**config.mk**
```make
export PLATFORM = sky130hd
export DESIGN_NAME = pwm_reg_bank
export DESIGN_NICKNAME = d
export VERILOG_FILES = /design/src/rtl/pwm_reg_bank.sv
export SDC_FILE = /design/constraint.sdc
export NUM_CORES = 1
export LEC_CHECK = 0
export BUFFER_PORTS_ARGS = -buffer_cell sky130_fd_sc_hd__buf_2
export CAP_MARGIN = 20
export CORE_MARGIN = 4
export CORE_UTILIZATION = 50
export CTS_CLUSTER_SIZE = 12
export DETAILED_ROUTE_END_ITERATION = 12
export GPL_TIMING_DRIVEN = 0
export PLACE_DENSITY_LB_ADDON = 0.15
export SLEW_MARGIN = 20
export SYNTH_ARGS = -nofsm -noshare
export SYNTH_HDL_FRONTEND = slang
export SYNTH_SLANG_ARGS = --single-unit
```
**constraint.sdc**
```tcl
create_clock -name CLK -period 3.47 [get_ports CLK]
set_input_delay 0.5205 -clock CLK [delete_from_list [all_inputs] [get_ports CLK]]
set_output_delay 0.5205 -clock CLK [all_outputs]
set_load 0.1 [all_outputs]
```
**src/rtl/pwm_reg_bank.sv**
```systemverilog
// rtl/pwm_reg_bank.sv - shadow/active register bank feeding perip_PWM with period-aligned commit
// Active regs change only on a PWM period boundary (or one cycle after an IMMEDIATE commit).
module pwm_reg_bank #(
    parameter logic [31:0] DEF_FREQ = 32'd9999,
    parameter logic [31:0] DEF_DUTY = 32'd0
) (
    input  logic        CLK,
    input  logic        RST_n,
    input  logic        BUS_WE,
    input  logic        BUS_RE,
    input  logic [3:0]  BUS_ADDR,
    input  logic [31:0] BUS_WDATA,
    output logic [31:0] BUS_RDATA,
    output logic        BUS_RVALID,
    output logic [31:0] FREQ_Cnt_Set,
    output logic [31:0] CH0_duty_Set,
    output logic [31:0] CH1_duty_Set,
    output logic [31:0] CH2_duty_Set,
    output logic [31:0] CH3_duty_Set,
    output logic [31:0] CH4_duty_Set,
    output logic [31:0] CH5_duty_Set,
    output logic [31:0] CH6_duty_Set,
    output logic [31:0] CH7_duty_Set,
    output logic        UPDATE_DONE
);

    typedef enum logic {S_IDLE, S_PENDING} state_t;

    // Index 0 is FREQ, indices 1..8 are CH0..CH7 duty, matching the address map.
    logic [31:0] shadow_q [9];
    logic [31:0] active_q [9];

    state_t      state_q, state_d;
    logic [31:0] mcnt_q;
    logic [31:0] period_cnt_q;
    logic        ctrl_imm_q;
    logic        imm_q, imm_d;
    logic        upd_q;
    logic [31:0] rdata_q;
    logic        rvalid_q;

    logic        boundary;
    logic        commit_wr;
    logic        pend_copy;
    logic        copy;
    logic [31:0] rd_mux;

    assign boundary  = (mcnt_q >= active_q[0]);
    assign commit_wr = BUS_WE && (BUS_ADDR == 4'd9) && BUS_WDATA[0];
    assign copy      = pend_copy || imm_q;

    always_comb begin
        state_d   = state_q;
        imm_d     = 1'b0;
        pend_copy = 1'b0;
        case (state_q)
            S_IDLE: begin
                if (commit_wr) begin
                    if (ctrl_imm_q) imm_d   = 1'b1;
                    else            state_d = S_PENDING;
                end
            end
            S_PENDING: begin
                if (boundary) begin
                    pend_copy = 1'b1;
                    state_d   = S_IDLE;
                end
            end
            default: state_d = S_IDLE;
        endcase
    end

    always_comb begin
        rd_mux = 32'd0;
        if (BUS_ADDR <= 4'd8) begin
            rd_mux = shadow_q[BUS_ADDR];
        end else begin
            case (BUS_ADDR)
                4'd9:    rd_mux = {30'd0, ctrl_imm_q, 1'b0};
                4'd10:   rd_mux = {31'd0, state_q == S_PENDING};
                4'd11:   rd_mux = period_cnt_q;
                4'd12:   rd_mux = active_q[0];
                default: rd_mux = 32'd0;
            endcase
        end
    end

    always_ff @(posedge CLK or negedge RST_n) begin
        if (!RST_n) begin
            state_q      <= S_IDLE;
            mcnt_q       <= 32'd0;
            period_cnt_q <= 32'd0;
            ctrl_imm_q   <= 1'b0;
            imm_q        <= 1'b0;
            upd_q        <= 1'b0;
            rdata_q      <= 32'd0;
            rvalid_q     <= 1'b0;
            shadow_q[0]  <= DEF_FREQ;
            active_q[0]  <= DEF_FREQ;
            for (int i = 1; i < 9; i++) begin
                shadow_q[i] <= DEF_DUTY;
                active_q[i] <= DEF_DUTY;
            end
        end else begin
            state_q  <= state_d;
            imm_q    <= imm_d;
            upd_q    <= copy;
            rvalid_q <= BUS_RE;
            mcnt_q   <= boundary ? 32'd0 : mcnt_q + 32'd1;
            if (boundary) period_cnt_q <= period_cnt_q + 32'd1;
            // Copy samples the pre-write shadow; a same-cycle write lands in the shadow only.
            if (copy) begin
                for (int i = 0; i < 9; i++) active_q[i] <= shadow_q[i];
            end
            if (BUS_RE) rdata_q <= rd_mux;
            if (BUS_WE) begin
                if (BUS_ADDR <= 4'd8)  shadow_q[BUS_ADDR] <= BUS_WDATA;
                if (BUS_ADDR == 4'd9)  ctrl_imm_q         <= BUS_WDATA[1];
            end
        end
    end

    assign BUS_RDATA    = rdata_q;
    assign BUS_RVALID   = rvalid_q;
    assign UPDATE_DONE  = upd_q;
    assign FREQ_Cnt_Set = active_q[0];
    assign CH0_duty_Set = active_q[1];
    assign CH1_duty_Set = active_q[2];
    assign CH2_duty_Set = active_q[3];
    assign CH3_duty_Set = active_q[4];
    assign CH4_duty_Set = active_q[5];
    assign CH5_duty_Set = active_q[6];
    assign CH6_duty_Set = active_q[7];
    assign CH7_duty_Set = active_q[8];

endmodule

```
==> results.sh, run 1 <==
export IMPL_path_class="reg -> reg"
export IMPL_crit_fanout=10
export IMPL_slew_violations=0
export IMPL_cts_buffer_depth=3
export IMPL_synthCells=1999
export IMPL_max_stage_delay_ns=0.57
export IMPL_layout_cells_non_filler=3266
export IMPL_switching_share_pct=49.1
export IMPL_final_area_um2=35400
export IMPL_hp_start="BUS_RE"
export IMPL_core_um2=59200
export IMPL_synth_avg_cell_area_um2=15.1
export IMPL_fin_nets=2513
export IMPL_drt_total_wl_um=86600
export IMPL_port_buffer_count=356
export IMPL_antenna_left=0
export IMPL_cp_start_kind="register"
export IMPL_combPwrFrac_pct=46.7
export IMPL_synth_main_ff_cell="dfrtp_1"
export IMPL_power_density_nw_per_um2=1040
export IMPL_ctsHtreeMaxLevel=3
export IMPL_drv_cap=0
export IMPL_p_clk_share_pct=20.8
export IMPL_vias=18700
export IMPL_skew_ns=0.0349
export IMPL_critPathCaptureType="register"
export IMPL_period_minus_slack_ns=3.34
export IMPL_dp_hpwl_um=61800
export IMPL_die_h_um=253
export IMPL_initialDrtViolationCount=1282
export IMPL_dieWidth_um=253
export IMPL_grt_pass1_vias=19800
export IMPL_yosysMostFrequentCell="dfrtp_1"
export IMPL_firstDrtPassIters=5
export IMPL_setup_slack_ns=0.126
export IMPL_place_ws_ns=-0.267
export IMPL_r2r_start="FREQ_Cnt_Set[0]"
export IMPL_ys_warn_count=0
export IMPL_synth_area_top_cells="dfrtp_1 55%, mux2_2 15%, mux2_4 10%, mux4_2 4.8%, nor2_1 1.5%"
export IMPL_yosys_area_top_type="dfrtp_1"
export IMPL_synthesis_nets=2073
export IMPL_post_cts_setup_buffer_count=0
export IMPL_cp_data_required_time_ns=3.94
export IMPL_root_buffer="clkbuf_16"
export IMPL_start_util_pct=50.8
export IMPL_crit_chain="ha_1 > nand2b_1 > a2111oi_1 > or4_4 > nand3_1 > a311oi_1 > clkbuf_4 > buf_6 > buf_6 > mux2_4"
export IMPL_ys_seq_area_share_pct=56.4
export IMPL_rsz0062_at_grt="false"
export IMPL_period_share_pct=96.4
export IMPL_vias_per_cell=5.73
export IMPL_rows=89
export IMPL_setup_viol=0
export IMPL_area_growth_pct=17.7
export IMPL_cts_buffers=73
export IMPL_ioPinCount=362
export IMPL_cts_tree="yes"
export IMPL_cts_sinks=677
export IMPL_switchingPower_mw=18.0
export IMPL_place_area_um2=33100
export IMPL_critPathTopFamily="buffers and inverters"
export IMPL_grt_use_total_pct=27.0
export IMPL_drc=0
export IMPL_grt_pass1_wl_um=129000
export IMPL_whs_ns=0.0396
export IMPL_power_share_sequential_pct=32.6
export IMPL_dieArea_um2=64200
export IMPL_cts_clk_slew_worst_paths_ns=0.06
export IMPL_power_leakage_nw=17.6
export IMPL_syn_area_um2=30100
export IMPL_synth_cell_types=47
export IMPL_min_path_type="in -> reg"
export IMPL_grt_start_max_net_pins=105
export IMPL_p_int_mw=18.7
export IMPL_antenna_found_initial=1
export IMPL_cpMostUsedCell="buf_6"
export IMPL_synth_top_area_share_pct=55.0
export IMPL_overflow=0
export IMPL_worstMarginPinSlew_ns=1.12
export IMPL_fmax_ghz=0.299
export IMPL_layout_drive_gt1_share_pct=48.6
export IMPL_place_congestion=0.858
export IMPL_final_hold_viol_count=0
export IMPL_status="completed"
export IMPL_worstPathArrival_ns=3.81
export IMPL_crit_start="FREQ_Cnt_Set[0]"
export IMPL_dp_cells=3136
export IMPL_ys_ff_latch=677
export IMPL_synth_edff_count=0
export IMPL_clk_latency_ns=0.61
export IMPL_slew_headroom_pct=24.7
export IMPL_async_reset_ff_share_pct=100
export IMPL_path_buf_inv=3
export IMPL_crit_slowest_cell="dfstp_2"
export IMPL_netlist_top_cells_count="661 x dfrtp_1, 401 x mux2_2, 209 x mux2_4"
export IMPL_peakVddDrop_mv=0.854
export IMPL_wl_per_cell_um=26.5
cells in the final DEF (no fill, tap or decap), types with 14 or more instances in the layout:
| cell | count |
|---|---|
| dfrtp_1 | 661 |
| nor2_1 | 117 |
| xor2_1 | 18 |
| clkbuf_1 | 80 |
| dfstp_2 | 16 |
| mux2i_1 | 34 |
| xnor2_1 | 43 |
| a21oi_1 | 40 |
| mux2_4 | 209 |
| a221oi_1 | 32 |
| nand4_1 | 15 |
| o21ai_0 | 25 |
| buf_2 | 371 |
| ha_1 | 34 |
| mux4_2 | 64 |
| mux2_2 | 401 |
| buf_1 | 14 |
| buf_6 | 25 |
| nand2_1 | 29 |
| nand3_1 | 21 |
| clkbuf_8 | 18 |
| clkbuf_16 | 76 |
| inv_1 | 43 |
sequential cells by signal (all words and copies together), names as in the netlist, 32 cells and up:
name	cells
period_cnt_q	32
CH2_duty_Set	32
mcnt_q	32
CH7_duty_Set	32
CH4_duty_Set	32
CH5_duty_Set	32
CH6_duty_Set	32
FREQ_Cnt_Set	32
CH3_duty_Set	32
shadow_q	288
BUS_RDATA	32
CH1_duty_Set	32
CH0_duty_Set	32
cell type report:
type / count / area, µm²
diodes: 1 / 2.50
plain buffers: 115 / 643
clock buffers: 116 / 2230
clock inverters: 12 / 100
fillers: 4690 / 23800
inverters: 43 / 161
multi-input cells: 1164 / 12400
flip-flops and latches: 677 / 17000
well taps: 773 / 967
repair buffers: 365 / 2010
power groups by stage:
stage	Combinational, mW	Sequential [mW]	Clock [mW]
floorplan	4.06	21.6	0
global placement	17.0	12.0	0
detailed placement	17.2	12.0	0
CTS	17.2	12.0	7.77
global route	17.7	12.2	8.12
finish	17.1	12.0	7.63
kinds of logic after synthesis:
kind of cell | after synthesis | share of synthesized area [%]
muxes | 708 | 31.4
DFF | 677 | 56.4
and+or+nand+nor | 242 | 3.83
buffers and inverters | 158 | 2.65
AOI/OAI and AO/OA | 119 | 2.59
xor gates and xnor gates | 61 | 1.78
adders and majority gates | 34 | 1.41
what timing repair did:
action | in CTS | in global routing
setup endpoints to repair | 0 | 200
gates resized for setup | 0 | 5
endpoints found under the hold margin | 65 | 0
hold buffers | 1 | 0
final timing paths:
kind	slack, ns	endpoint	depth (start not counted)
worst max-delay path	0.13	CH4_duty_Set[4]	10
worst max register to register	0.13	CH4_duty_Set[4]	10
worst min register to register	0.49	period_cnt_q[31]	1
min in group asynchronous	0.46	shadow_q[36]	2
worst min-delay path	0.04	BUS_RVALID	1
max in group asynchronous	0.86	BUS_RDATA[16]	6
metal layers:
metal | vias to the layer above | global-route usage, % | share of wire, %
li1 | 8120 | - | -
met1 | 9877 | 37.6 | 43
met2 | 596 | 42.8 | 47
met3 | 124 | 7.06 | 7.2
met4 | 0 | 6.49 | 2.5
met5 | - | 0 | 0
metrics by stage:
step	util, %	total power, mW	setup TNS, ns
after floorplan	-	25.7	0
after global placement	55.4	29.0	-8103.52
after detailed placement	55.8	29.2	-6.33
after CTS	59.8	36.9	0
after global routing	59.8	38.0	0
final	59.8	36.7	0
No activity file was read; power rests on OpenSTA's default activity.
==> run 2, diff against run 1 <==
==> constraint.sdc (replaced) <==
create_clock -name CLK -period 3.47 [get_ports CLK]
set_input_delay 0.694 -clock CLK [delete_from_list [all_inputs] [get_ports CLK]]
set_output_delay 0.694 -clock CLK [all_outputs]
set_load 0.1 [all_outputs]
==> run 2 against run 1 <==
  * Clock power barely moved
  * Die area did not move
  * Fmax barely moved
  * Register-to-register slack barely moved
  * Clock skew fell by 0.0019 ns
  * Global-route usage did not move
  * First-iteration DRC count rose by 1.0%
  * Flip-flop and latch count did not move
  * Combinational power barely moved
  * Non-clock buffer count fell by 1
  * Largest cell class unchanged
==> results.sh, run 2 (synthesis gave the netlist of run 1 again) <==
export IMPL_status="completed"
export IMPL_cts_buffers=73
export IMPL_fmax_ghz=0.299
export IMPL_critPathTopFamily="buffers and inverters"
export IMPL_dp_hpwl_um=61800
export IMPL_die_h_um=253
export IMPL_area_growth_pct=17.7
export IMPL_cts_clk_slew_worst_paths_ns=0.06
export IMPL_grt_use_total_pct=27.0
export IMPL_path_class="reg -> reg"
export IMPL_core_um2=59200
export IMPL_dieArea_um2=64200
export IMPL_min_path_type="in -> async"
export IMPL_combPwrFrac_pct=46.7
export IMPL_path_buf_inv=3
export IMPL_overflow=0
export IMPL_cts_buffer_depth=3
export IMPL_largest_reg_flops=288
export IMPL_place_congestion=0.858
export IMPL_setup_slack_ns=0.129
export IMPL_vias_per_cell=5.72
export IMPL_cts_sinks=677
export IMPL_layout_common_cells="661 x dfrtp_1, 401 x mux2_2, 371 x buf_2"
export IMPL_rows=89
export IMPL_firstDrtPassIters=5
export IMPL_power_density_nw_per_um2=1040
export IMPL_max_stage_delay_ns=0.57
export IMPL_dieWidth_um=253
export IMPL_antenna_left=0
export IMPL_cp_data_required_time_ns=3.94
export IMPL_cts_tree="yes"
export IMPL_p_clk_share_pct=20.8
export IMPL_skew_ns=0.0330
export IMPL_final_common_cell="dfrtp_1"
export IMPL_cpMostUsedCell="buf_6"
export IMPL_seq_area_um2=17000
export IMPL_antenna_found_initial=1
export IMPL_crit_fanout=10
export IMPL_start_util_pct=50.8
export IMPL_place_ws_ns=-0.441
export IMPL_finalPower_mw=36.7
export IMPL_peakVddDrop_mv=0.855
export IMPL_slew_headroom_pct=25.4
export IMPL_crit_slowest_cell="dfstp_2"
export IMPL_regMostFlops="shadow_q"
export IMPL_worstMarginPinSlew_ns=1.12
export IMPL_switching_share_pct=49.1
export IMPL_cp_start_kind="register"
export IMPL_ioPinCount=362
export IMPL_power_leakage_nw=17.6
export IMPL_fillers=4691
export IMPL_grt_pass1_vias=19800
export IMPL_drt_total_wl_um=86500
export IMPL_grt_start_max_net_pins=105
export IMPL_layout_drive_gt1_share_pct=48.6
export IMPL_grt_pass1_wl_um=129000
export IMPL_crit_chain="ha_1 > nand2b_1 > a2111oi_1 > or4_4 > nand3_1 > a311oi_1 > clkbuf_4 > buf_6 > buf_6 > mux2_4"
export IMPL_initialDrtViolationCount=1295
export IMPL_setup_viol=0
export IMPL_final_hold_viol_count=0
export IMPL_p_int_mw=18.7
export IMPL_root_buffer="clkbuf_16"
export IMPL_worstPathArrival_ns=3.81
export IMPL_power_share_sequential_pct=32.6
export IMPL_wl_per_cell_um=26.5
export IMPL_critPathCaptureType="register"
export IMPL_vias=18700
export IMPL_switchingPower_mw=18.0
export IMPL_clk_latency_ns=0.61
export IMPL_multiInputGateArea_um2=12400
export IMPL_port_buffer_count=356
export IMPL_period_share_pct=96.3
export IMPL_slew_violations=0
export IMPL_rsz0062_at_grt="false"
export IMPL_fin_nets=2512
export IMPL_ctsHtreeMaxLevel=3
export IMPL_period_minus_slack_ns=3.34
export IMPL_drv_cap=0
export IMPL_drc=0
[run 2: final timing paths]
path | start | to | slack (ns) | cells past startpoint
min in group CLK | BUS_RE | BUS_RVALID | 0.21 | 1
min | RST_n | CH5_duty_Set[4] | 0.03 | 1
max | FREQ_Cnt_Set[0] | CH3_duty_Set[4] | 0.13 | 10
max in group asynchronous | RST_n | BUS_RDATA[16] | 1.27 | 5
max reg2reg | FREQ_Cnt_Set[0] | CH3_duty_Set[4] | 0.13 | 10
min reg2reg | period_cnt_q[31] | period_cnt_q[31] | 0.49 | 1
[run 2: per-layer routing]
layer	vias up	share of wire, %	global-route usage (%)
met5	-	0	0
met4	0	2.5	6.49
met3	124	6.5	7.06
met2	545	47	42.8
met1	9885	44	37.6
li1	8119	-	-
[run 2: final cells by class]
type                       count  share of cell area [%]
sequential                   677                    47.9
tap                          773                    2.73
clock buffer                 116                    6.30
multi-input combinational   1164                    34.9
antenna                        1                 0.00707
clock inverter                12                   0.283
inverter                      43                   0.456
timing repair buffer         364                    5.63
buffer                       115                    1.82
[run 2: power by group through the flow]
stage / clock [mW] / sequential, mW / combinational [mW]
CTS: 7.77 / 12.0 / 17.2
floorplan: 0 / 21.6 / 4.06
global route: 8.12 / 12.2 / 17.7
detailed placement: 0 / 12.0 / 17.2
global placement: 0 / 12.0 / 17.0
finish: 7.63 / 12.0 / 17.1
[run 2: worst reg2reg max path: stages, from the launching register on]
cell and delay (ns):
dfstp_2 0.57, ha_1 0.24, nand2b_1 0.15, a2111oi_1 0.49, or4_4 0.22, nand3_1 0.08
a311oi_1 0.27, clkbuf_4 0.31, buf_6 0.26, buf_6 0.27, mux2_4 0.35
[run 2: stage by stage]
stage	instances	util, %	setup TNS, ns	hold slack (ns)	area (µm²)
5_1_grt	3265	59.8	0	0.0642	35400
3_5_place_dp	3136	55.8	-16.58	0.477	33100
6_report	3265	59.8	0	0.0350	35400
3_3_place_gp	3128	55.4	-8241.47	0.474	32800
2_1_floorplan	1999	-	0	0.398	30100
4_1_cts	3264	59.8	0	0.0324	35400
[run 2: what timing repair did]
action                                  in CTS  in global routing
buffers inserted                             0                  0
hold buffers                                 0                  0
gates resized for setup                      0                  5
endpoints found under the setup margin       0                200
==> run 3, diff against run 2 <==
==> constraint.sdc (replaced) <==
create_clock -name CLK -period 3.5 [get_ports CLK]
set_input_delay 0.7 -clock CLK [delete_from_list [all_inputs] [get_ports CLK]]
set_output_delay 0.7 -clock CLK [all_outputs]
set_load 0.005 [all_outputs]
==> run 3 against run 2 <==
  * Die area unchanged
  * Clock power down 0.9%
  * Clock-buffer cell count stayed put
  * Register-to-register slack gained 0.03 ns
  * Core utilization barely moved
  * Power is 29% lower
  * Non-clock buffer count unchanged
  * Setup slack better by 0.026 ns
  * Wire length barely moved
  * Worst hold slack improved by 0.0066 ns
  * Critical path type unchanged
  * Largest power group is now sequential cells
  * Highest routed layer unchanged
==> results.sh, run 3 (synthesis gave the netlist of run 1 again) <==
export IMPL_status="completed"
export IMPL_largest_reg_flops=288
export IMPL_drc=0
export IMPL_final_core_util_pct=59.8
export IMPL_port_buffer_count=356
export IMPL_initialDrtViolationCount=1321
export IMPL_slew_headroom_pct=21.5
export IMPL_cts_buffers=73
export IMPL_power_leakage_nw=17.6
export IMPL_cts_tree="yes"
export IMPL_cts_buffer_depth=3
export IMPL_place_ws_ns=-0.417
export IMPL_rsz0062_at_grt="false"
export IMPL_crit_fanout=10
export IMPL_layout_drive_gt1_share_pct=48.5
export IMPL_path_class="reg -> reg"
export IMPL_place_area_um2=33100
export IMPL_finalPower_mw=26.2
export IMPL_grt_start_max_net_pins=105
export IMPL_slew_violations=0
export IMPL_layout_common_cells="661 x dfrtp_1, 401 x mux2_2, 371 x buf_2"
export IMPL_clk_latency_ns=0.61
export IMPL_ioPinCount=362
export IMPL_worstPathArrival_ns=3.81
export IMPL_crit_chain="ha_1 > nand2b_1 > a2111oi_1 > or4_4 > nand3_1 > a311oi_1 > clkbuf_4 > buf_6 > buf_6 > mux2_4"
export IMPL_worstMarginPinSlew_ns=1.17
export IMPL_dieWidth_um=253
export IMPL_final_common_cell="dfrtp_1"
export IMPL_setup_slack_ns=0.155
export IMPL_setup_viol=0
export IMPL_period_minus_slack_ns=3.35
export IMPL_firstDrtPassIters=5
export IMPL_area_growth_pct=17.7
export IMPL_cts_sinks=677
export IMPL_drt_total_wl_um=86500
export IMPL_dp_hpwl_um=61800
export IMPL_fin_nets=2512
export IMPL_power_density_nw_per_um2=741
export IMPL_root_buffer="clkbuf_16"
export IMPL_fmax_ghz=0.299
export IMPL_critPathCaptureType="register"
export IMPL_final_area_um2=35400
export IMPL_dieArea_um2=64200
export IMPL_max_stage_delay_ns=0.57
export IMPL_die_h_um=253
export IMPL_antenna_left=0
export IMPL_period_share_pct=95.6
export IMPL_rows=89
export IMPL_start_util_pct=50.8
export IMPL_grt_pass1_wl_um=129000
export IMPL_peakVddDrop_mv=0.416
export IMPL_cp_start_kind="register"
export IMPL_skew_ns=0.0309
export IMPL_grt_use_total_pct=27.0
export IMPL_overflow=0
export IMPL_ctsHtreeMaxLevel=3
export IMPL_cts_clk_slew_worst_paths_ns=0.06
export IMPL_core_um2=59200
export IMPL_vias_per_cell=5.71
export IMPL_cp_data_required_time_ns=3.97
export IMPL_regMostFlops="shadow_q"
export IMPL_final_hold_viol_count=0
export IMPL_min_path_type="in -> async"
export IMPL_vias=18700
export IMPL_fin_setup_tns_ns=0
export IMPL_antenna_found_initial=1
export IMPL_wl_per_cell_um=26.5
export IMPL_cpMostUsedCell="buf_6"
export IMPL_grt_pass1_vias=19800
export IMPL_drv_cap=0
export IMPL_place_congestion=0.858
export IMPL_crit_slowest_cell="dfstp_2"
## run 3: cell counts in the layout (fill, tap and decap cells not counted)
No cell type changed its count.
## run 3: final cells by class
type	instances	area (µm²)
Multi-Input combinational cell	1164	12300
Buffer	115	643
Inverter	43	161
Fill cell	4693	23800
Clock buffer	116	2230
Tap cell	773	967
Clock inverter	12	100
Sequential cell	677	17000
Antenna cell	1	2.50
Timing Repair Buffer	364	2000
## run 3: worst paths after layout
check,from,end,slack [ns],cells after the start
max in group asynchronous,RST_n,BUS_RDATA[16],1.29,5
max,FREQ_Cnt_Set[0],CH3_duty_Set[4],0.15,10
max reg2reg,FREQ_Cnt_Set[0],CH3_duty_Set[4],0.15,10
min reg2reg,period_cnt_q[31],period_cnt_q[31],0.49,1
min in group CLK,BUS_RE,BUS_RVALID,0.22,1
min,RST_n,shadow_q[36],0.04,1
## run 3: what timing repair did
item                                    4_1_cts  5_1_grt
hold buffers                                  0        0
endpoints found under the setup margin        0       98
gates resized for setup                       0        4
buffers inserted                              0        0
## run 3: report_power, final
group | total, mW | leakage (nW) | switching [mW] | internal (mW)
clock network | 7.56 | 1.15 | 3.12 | 4.44
logic | 6.82 | 7.72 | 2.84 | 3.98
registers | 11.9 | 8.70 | 1.75 | 10.1
total | 26.2 | 17.6 | 7.71 | 18.5
## run 3: per-stage QoR
step | hold slack (ns) | instances
after floorplan | 0.404 | 1999
after global placement | 0.474 | 3128
after CTS | 0.0384 | 3264
final | 0.0416 | 3265
after global routing | 0.0702 | 3265
after detailed placement | 0.477 | 3136
## run 3: critical path, delay by kind of cell, from the launching register on
| kind | cells | cell delay, ns |
|---|---|---|
| compound gates | 2 | 0.77 |
| fa+ha+maj | 1 | 0.23 |
| simple gates | 3 | 0.45 |
| flops | 1 | 0.57 |
| buf+inv | 3 | 0.82 |
| mux | 1 | 0.33 |
## run 3: routing by layer
metal,global-route usage [%],wire length (µm),up-vias
li1,-,-,8125
met1,37.6,37900,9842
met2,42.8,40700,555
met3,7.06,5760,128
met4,6.49,2190,0
met5,0,0,-
